===== config.mk =====
export PLATFORM = sky130hd
export DESIGN_NAME = fetch_stage
export DESIGN_NICKNAME = d
export VERILOG_FILES = /design/src/rtl/pipeline_pkg.sv /design/src/rtl/next_pc_sel.sv /design/src/rtl/fetch_stage.sv
export SDC_FILE = /design/constraint.sdc
export NUM_CORES = 1
export LEC_CHECK = 0
export BUFFER_PORTS_ARGS = -buffer_cell sky130_fd_sc_hd__buf_4
export CORE_MARGIN = 2
export CORE_UTILIZATION = 47
export DETAILED_ROUTE_END_ITERATION = 10
export GPL_ROUTABILITY_DRIVEN = 1
export HOLD_SLACK_MARGIN = 0.03
export MAX_ROUTING_LAYER = met4
export PLACE_DENSITY = 0.88
export SLEW_MARGIN = 20
export SYNTH_ARGS = -nofsm -noshare
export SYNTH_HDL_FRONTEND = slang
export SYNTH_HIERARCHICAL = 1
export SYNTH_SLANG_ARGS = --single-unit
export TNS_END_PERCENT = 10

===== constraint.sdc =====
create_clock -name clk -period 4.25 [get_ports clk]
set_input_delay 0.6375 -clock clk [delete_from_list [all_inputs] [get_ports clk]]
set_output_delay 0.6375 -clock clk [all_outputs]
set_load 0.005 [all_outputs]

===== src/rtl/pipeline_pkg.sv =====
// Shared pipeline encodings: next-PC select codes, fetch FSM states and the bubble word.
package pipeline_pkg;

   localparam logic [1:0] PC_PLUS4  = 2'b00;
   localparam logic [1:0] PC_BRANCH = 2'b01;
   localparam logic [1:0] PC_JUMP   = 2'b10;
   localparam logic [1:0] PC_JR     = 2'b11;

   localparam logic [31:0] NOP_INSTR = 32'h0000_0000;

   typedef enum logic {
      FETCH   = 1'b0,
      DISCARD = 1'b1
   } fetch_state_t;

endpackage


===== src/rtl/next_pc_sel.sv =====
// Combinational next-PC mux: sequential, beq target, j pseudo-direct target, or jr register.
module next_pc_sel
   import pipeline_pkg::*;
#(
   parameter int unsigned XLEN = 32
) (
   input  logic [1:0]      pc_src,
   input  logic [XLEN-1:0] pc,
   input  logic [XLEN-1:0] ifid_pc_plus4,
   input  logic [XLEN-1:0] branch_target,
   input  logic [25:0]     jump_index,
   input  logic [XLEN-1:0] jr_target,
   output logic [XLEN-1:0] next_pc
);

   logic [XLEN-1:0] jump_target;

   // Jump keeps the segment bits of the jump's own PC+4, not of the fetch PC.
   assign jump_target = {ifid_pc_plus4[XLEN-1 -: 4], jump_index, 2'b00};

   always_comb begin
      next_pc = pc + XLEN'(4);
      case (pc_src)
         PC_PLUS4:  next_pc = pc + XLEN'(4);
         PC_BRANCH: next_pc = branch_target;
         PC_JUMP:   next_pc = jump_target;
         PC_JR:     next_pc = jr_target;
         default:   next_pc = pc + XLEN'(4);
      endcase
   end

endmodule


===== src/rtl/fetch_stage.sv =====
// Instruction-fetch stage: PC register, single-outstanding imem request, IF/ID register.
// Redirects that arrive mid-request are parked in pend_pc until the old response drains.
module fetch_stage #(
   parameter int unsigned     XLEN      = 32,
   parameter logic [XLEN-1:0] RESET_PC  = '0,
   parameter logic [XLEN-1:0] NOP_INSTR = pipeline_pkg::NOP_INSTR
) (
   input  logic            clk,
   input  logic            rst,
   input  logic [1:0]      pc_src,
   input  logic            if_flush,
   input  logic            stall,
   input  logic [XLEN-1:0] branch_target,
   input  logic [25:0]     jump_index,
   input  logic [XLEN-1:0] jr_target,
   output logic            imem_req,
   output logic [XLEN-1:0] imem_addr,
   input  logic [XLEN-1:0] imem_rdata,
   input  logic            imem_ready,
   output logic [XLEN-1:0] ifid_instr,
   output logic [XLEN-1:0] ifid_pc_plus4,
   output logic            ifid_valid
);

   import pipeline_pkg::*;

   fetch_state_t    state_q, state_d;
   logic [XLEN-1:0] pc_q, pc_d;
   logic [XLEN-1:0] pend_pc_q, pend_pc_d;
   logic [XLEN-1:0] instr_q, instr_d;
   logic [XLEN-1:0] pc4_q, pc4_d;
   logic            valid_q, valid_d;
   logic            req_q;

   logic [XLEN-1:0] pc_plus4;
   logic [XLEN-1:0] next_pc;
   logic            redirect;
   logic            squash;

   assign pc_plus4 = pc_q + XLEN'(4);
   assign redirect = (pc_src != PC_PLUS4) && !stall;
   assign squash   = (if_flush || (pc_src != PC_PLUS4)) && !stall;

   next_pc_sel #(
      .XLEN(XLEN)
   ) u_next_pc_sel (
      .pc_src        (pc_src),
      .pc            (pc_q),
      .ifid_pc_plus4 (pc4_q),
      .branch_target (branch_target),
      .jump_index    (jump_index),
      .jr_target     (jr_target),
      .next_pc       (next_pc)
   );

   always_ff @(posedge clk or posedge rst) begin
      if (rst) begin
         state_q <= FETCH;
      end else begin
         state_q <= state_d;
      end
   end

   always_comb begin
      state_d = state_q;
      case (state_q)
         FETCH: begin
            if (req_q && !imem_ready && redirect) begin
               state_d = DISCARD;
            end
         end
         DISCARD: begin
            if (imem_ready) begin
               state_d = FETCH;
            end
         end
         default: state_d = FETCH;
      endcase
   end

   // Datapath next-state; nothing is accepted in the cycle before the first request goes out.
   always_comb begin
      pc_d      = pc_q;
      pend_pc_d = pend_pc_q;
      instr_d   = instr_q;
      pc4_d     = pc4_q;
      valid_d   = valid_q;
      if (req_q) begin
         case (state_q)
            FETCH: begin
               if (!stall) begin
                  if (imem_ready && !squash) begin
                     instr_d = imem_rdata;
                     pc4_d   = pc_plus4;
                     valid_d = 1'b1;
                  end else begin
                     instr_d = NOP_INSTR;
                     valid_d = 1'b0;
                  end
                  if (redirect) begin
                     if (imem_ready) begin
                        pc_d = next_pc;
                     end else begin
                        pend_pc_d = next_pc;
                     end
                  end else if (imem_ready) begin
                     pc_d = pc_plus4;
                  end
               end
            end
            DISCARD: begin
               instr_d = NOP_INSTR;
               valid_d = 1'b0;
               if (redirect) begin
                  pend_pc_d = next_pc;
               end
               if (imem_ready) begin
                  pc_d = redirect ? next_pc : pend_pc_q;
               end
            end
            default: begin
               instr_d = NOP_INSTR;
               valid_d = 1'b0;
            end
         endcase
      end
   end

   always_ff @(posedge clk or posedge rst) begin
      if (rst) begin
         pc_q      <= RESET_PC;
         pend_pc_q <= '0;
         instr_q   <= NOP_INSTR;
         pc4_q     <= '0;
         valid_q   <= 1'b0;
         req_q     <= 1'b0;
      end else begin
         pc_q      <= pc_d;
         pend_pc_q <= pend_pc_d;
         instr_q   <= instr_d;
         pc4_q     <= pc4_d;
         valid_q   <= valid_d;
         req_q     <= 1'b1;
      end
   end

   always_comb begin
      imem_req      = req_q;
      imem_addr     = pc_q;
      ifid_instr    = instr_q;
      ifid_pc_plus4 = pc4_q;
      ifid_valid    = valid_q;
   end

endmodule


# Yosys cells after proc, flatten, opt, wreduce, memory -nomap -nowiden
# Index checks and enable logic that the tools add are counted.
# Widths: inputs -> output; s select.
# totals
inputBits,129
ff_bits,131
out_inout_bits,98
elab_cells,54
# classes
reduce_logical,15
bitwise,2
n_eq_ne,8
addsub,1
n_mux,21
# op_table
op,n
$mux 32,11
$pmux 32 s2,3
$pmux 32 s4,1
$add 32x3->32 const B,1
$reduce_and 4->1,3
$ne 2x2->1 const B,5
$logic_and 1x1->1,5
$eq 2x2->1 const B,2
$mux 1,4
$pmux 1 s2,2
$logic_not 1->1,3
$eq 2x1->1 const B,1
$logic_not 2->1,1
$not 1->1,2
$reduce_and 2->1,1
$reduce_bool 2->1,1
$logic_or 1x1->1,1

# Longest topological paths before layout
# logic_depth
word_depth,8
mapped_depth,9
ltp_nobuf,9

# By module
# The synthesis kept the hierarchy.
# by_module_without_submodules
mod,area_per_inst_um2,n_inst,cells_per_inst,seq_area_each_um2
fetch_stage,6155.9,1,589,3278.1
next_pc_sel,1408.9,1,133,0.0

# Worst setup path after synthesis
# No wires, ideal clock.
# synth_path
path_type,reg-to-reg
start,"register pc_q[7], in the netlist imem_addr[7]"
end,"register pc_q[31], in the netlist imem_addr[31]"
required_time_ps,4116
path_stages_with_launch,10
arrival_time_ps,2428
path_buffers,0
period_less_slack_ps,2562
slack_ps,1688
setup_time_ps,134
cell_sequence,dfrtp_1 -> nand4_4 -> nor4_4 -> nand4_1 -> xnor2_1 -> mux4_2 -> mux2i_1 -> nand2_1 -> o221ai_1 -> a2bb2oi_1
# synth_between
elab_chain_len,6
elab_cells_between_ends,9
classes_between,add/sub: 1; mux: 8
# synth_lines
element,line,rtl
from (decl),fetch_stage.sv:28,"logic [XLEN-1:0] pc_q, pc_d;"
from (signal assigned),fetch_stage.sv:138,pc_q <= pc_d;
$add 32x3->32 (*),next_pc_sel.sv:24,PC_PLUS4: next_pc = pc + XLEN'(4);
$pmux 32 s4 (*),next_pc_sel.sv:23,case (pc_src)
named net next_pc[31],fetch_stage.sv:36,logic [XLEN-1:0] next_pc;
$mux 32,fetch_stage.sv:101,if (imem_ready) begin
$mux 32,fetch_stage.sv:100,if (redirect) begin
$mux 32,fetch_stage.sv:91,if (!stall) begin
$pmux 32 s2 (*),fetch_stage.sv:89,case (state_q)
# Mark *: on every way through the listed nets, which the timed path passes. The rest lies on a longest branch. The select of a mux whose other input is x is not followed.
# A chain may end at the register's enable or synchronous reset.

# Final worst setup path
# layout_path
start,"register pc_q[10], in the netlist imem_addr[10]"
end,"register pc_q[31], in the netlist imem_addr[31]"
# The elaborated chain is that of the path after synthesis.

==> flow_summary.json <==
{
  "slew_violations": 0,
  "place_area_um2": 9410,
  "finalInstanceArea_um2": 10000,
  "cts_tree": "yes",
  "stdcell_count": 1154,
  "layout_setup_ws_ns": 1.18,
  "grt_pass1_vias": 6825,
  "die_area_um2": 17100,
  "routed_wl_um": 23400,
  "synth.distinct_cells": 56,
  "intPower_mw": 3.24,
  "antenna_left": 0,
  "synth_edf_count": 0,
  "critPathLaunchType": "register",
  "post-cts-setup-buffers": 0,
  "cts-buffers-inserted": 17,
  "routabilityCongestion": 0.906,
  "ios": 227,
  "synth_fp_nets": 853,
  "timing.final.crit_share_pct": 72.2,
  "io_buffers": 226,
  "cp_slowest_cell": "dfrtp_1",
  "fmax_mhz": 326,
  "fin_nets": 1056,
  "async_flop_share_pct": 100,
  "pre_cts_slack_ns": 1.26,
  "cp.arrival_ns": 3.34,
  "postCtsResizedCells": 0,
  "die_w_um": 131,
  "drc": 0,
  "layout_commonest_cell": "buf_4",
  "clock_path_buffers": 2,
  "cts.sinks": 131,
  "tns_ns": 0,
  "area_growth_pct": 32.7,
  "synth.area.top_cells": "dfrtp_1 43%, mux4_2 8.9%, mux2_2 4.8%",
  "vias": 6909,
  "dp_hpwl_um": 16200,
  "crit_path_frequent_cell": "nand2_1",
  "path_buf_inv": 0,
  "cp-end-kind": "register",
  "grt.total_usage_pct": 28.3,
  "place_inst": 1122,
  "crit_fanout": 14,
  "rsz0062_at_grt": "no",
  "drt_iter0_markers": 702,
  "clkLatencyLatePin_ns": 0.42,
  "dieHeight_um": 131,
  "finalSetupViolCount": 0,
  "finClkSkew_ns": 0.00811,
  "overflow": 0,
  "yosysTopAreaCell": "dfrtp_1",
  "hold_buffers": 0,
  "hold_slack_ns": 0.430,
  "drv_cap": 0,
  "path_class": "reg -> reg",
  "syn_avg_cell_area_um2": 10.5,
  "pwr-share-seq_pct": 40.5,
  "ys_ff_latch": 131,
  "initial_core_util_pct": 47.8,
  "yosys_warnings": 6,
  "slowest_delay_ns": 0.67,
  "worst_slew_margin_rel_pct": 26.6,
  "ys_seq_area_share_pct": 43.3,
  "design.core.area_um2": 15800,
  "power_switching_mw": 1.48,
  "hp-class": "in -> async",
  "critPathLaunch": "imem_addr[10]$_DFFE_PP0P_",
  "clk_pin_slew_ns": 0.06,
  "hold_viol": 0,
  "grt_antenna_before_repair": 0,
  "yosysTopAreaCellShare_pct": 43.3,
  "n_antenna_cell": 0,
  "r2r_start": "imem_addr[10]$_DFFE_PP0P_",
  "path_cells": "nand2_1 > nor4_4 > nand4_1 > xnor2_1 > mux4_2 > mux2i_1 > nand2_1 > o221ai_1 > a2bb2oi_1",
  "power.density_nw_per_um2": 470,
  "fp-row-count": 46,
  "tightest_slew_ns": 1.09,
  "switching_share_pct": 31.3,
  "final_cell_mix": "235 x buf_4, 130 x dfrtp_1, 88 x nand2_1, 52 x o21ai_0, 41 x xnor2_1",
  "leakage_nw": 4.60,
  "drt-pass1-iter-count": 5,
  "synthCells": 722,
  "clockPowerShare_pct": 32.6,
  "synth_top_flop_cell": "dfrtp_1",
  "via_per_inst": 5.99,
  "grt_max_degree": 106,
  "drive_gt1_share_pct": 38.0,
  "grt_pass1_wl_um": 35800,
  "combPwrFrac_pct": 26.8,
  "irDropWorstVdd_uv": 322,
  "cp_top_family": "simple AND/OR/NAND/NOR gates",
  "root_buffer": "clkbuf_16",
  "status": "complete, no violations",
  "min_period_ns": 3.07,
  "synth_area_um2": 7560,
  "required_ns": 4.52,
  "htreeDepth": 4,
  "wl_per_cell_um": 20.3
}
## final cells by class
| cell class | instances | area, um2 |
|---|---|---|
| Fill cell | 1252 | 5790 |
| Timing Repair Buffer | 235 | 1760 |
| Clock buffer | 23 | 468 |
| Inverter | 21 | 83.8 |
| Sequential cell | 131 | 3280 |
| Tap cell | 216 | 270 |
| Multi-Input combinational cell | 519 | 4020 |
| Clock inverter | 9 | 153 |
## synthesized netlist by cell type, types with 3 or more instances
cell type and count:
a21oi_1 35, a221oi_1 3, a22o_1 31, a22oi_1 5, and2_1 5, and3_1 15
and4_1 4, buf_1 3, buf_2 10, clkbuf_1 35, dfrtp_1 131, inv_1 20
mux2_2 32, mux2i_1 4, mux4_2 30, nand2_1 90, nand2b_1 3, nand3_1 31
nand3_2 5, nand4_1 15, nand4_4 5, nor2_1 26, nor3_1 7, nor4_4 5
o21a_1 4, o21ai_0 52, o22ai_1 15, o311a_1 9, o31a_1 6, xnor2_1 41
xor2_1 13
## power by group through the flow
stage          combinational [mW]  sequential [mW]  clock, mW
6_report                     1.27             1.91       1.54
5_1_grt                      1.37             1.96       1.60
4_1_cts                      1.26             1.90       1.55
3_5_place_dp                 1.25             1.91          0
3_3_place_gp                 1.21             1.90          0
2_1_floorplan               0.709             1.83          0
## worst paths after layout
check / cells past startpoint / end / slack, ns
max: 9 / imem_addr[31]$_DFFE_PP0P_ / 1.18
min reg2reg: 2 / ifid_pc_plus4[3]$_DFFE_PP0P_ / 0.47
max in group asynchronous: 3 / ifid_instr[30]$_DFFE_PP0P_ / 2.92
max reg2reg: 9 / imem_addr[31]$_DFFE_PP0P_ / 1.18
min in group clk: 2 / ifid_instr[7]$_DFFE_PP0P_ / 0.43
min: 2 / ifid_instr[8]$_DFFE_PP0P_ / 0.43
## layer usage
layer,wire (um),track usage [%],vias to the layer above
li1,-,-,3070
met1,8980,34.9,3339
met2,11100,43.4,421
met3,2380,7.37,79
met4,946,14.2,0
met5,0,-,-
## logic make-up (layout without fill, tap and decap cells)
logic type	after synthesis	count (layout)	synth area share, %
buf+inv	72	288	3.94
fa+ha+maj	2	2	0.331
flops	131	131	43.3
compound gates	176	176	15.4
mux	66	66	14.2
other cells	1	1	0.0496
simple gates	220	220	16.5
xor+xnor	54	54	6.25
## worst reg2reg max path: stages, from the launching register on
cell and delay [ns]:
dfrtp_1 0.67, nand2_1 0.28, nor4_4 0.61, nand4_1 0.19, xnor2_1 0.16, mux4_2 0.49
mux2i_1 0.20, nand2_1 0.09, o221ai_1 0.16, a2bb2oi_1 0.09
## sequential cells by signal, summed over array words and instances (netlist names)
signal,cells
ifid_instr,32
imem_req,1
state_q,1
ifid_pc_plus4,32
pend_pc_q,32
imem_addr,32
ifid_valid,1
## metrics by stage
stage | total power, mW | utilization, %
finish | 4.72 | 63.4
global placement | 3.11 | 59.4
global route | 4.94 | 63.4
floorplan | 2.54 | -
detailed placement | 3.16 | 59.4
CTS | 4.72 | 63.3
Note: power is estimated with default switching activity, not from simulation.
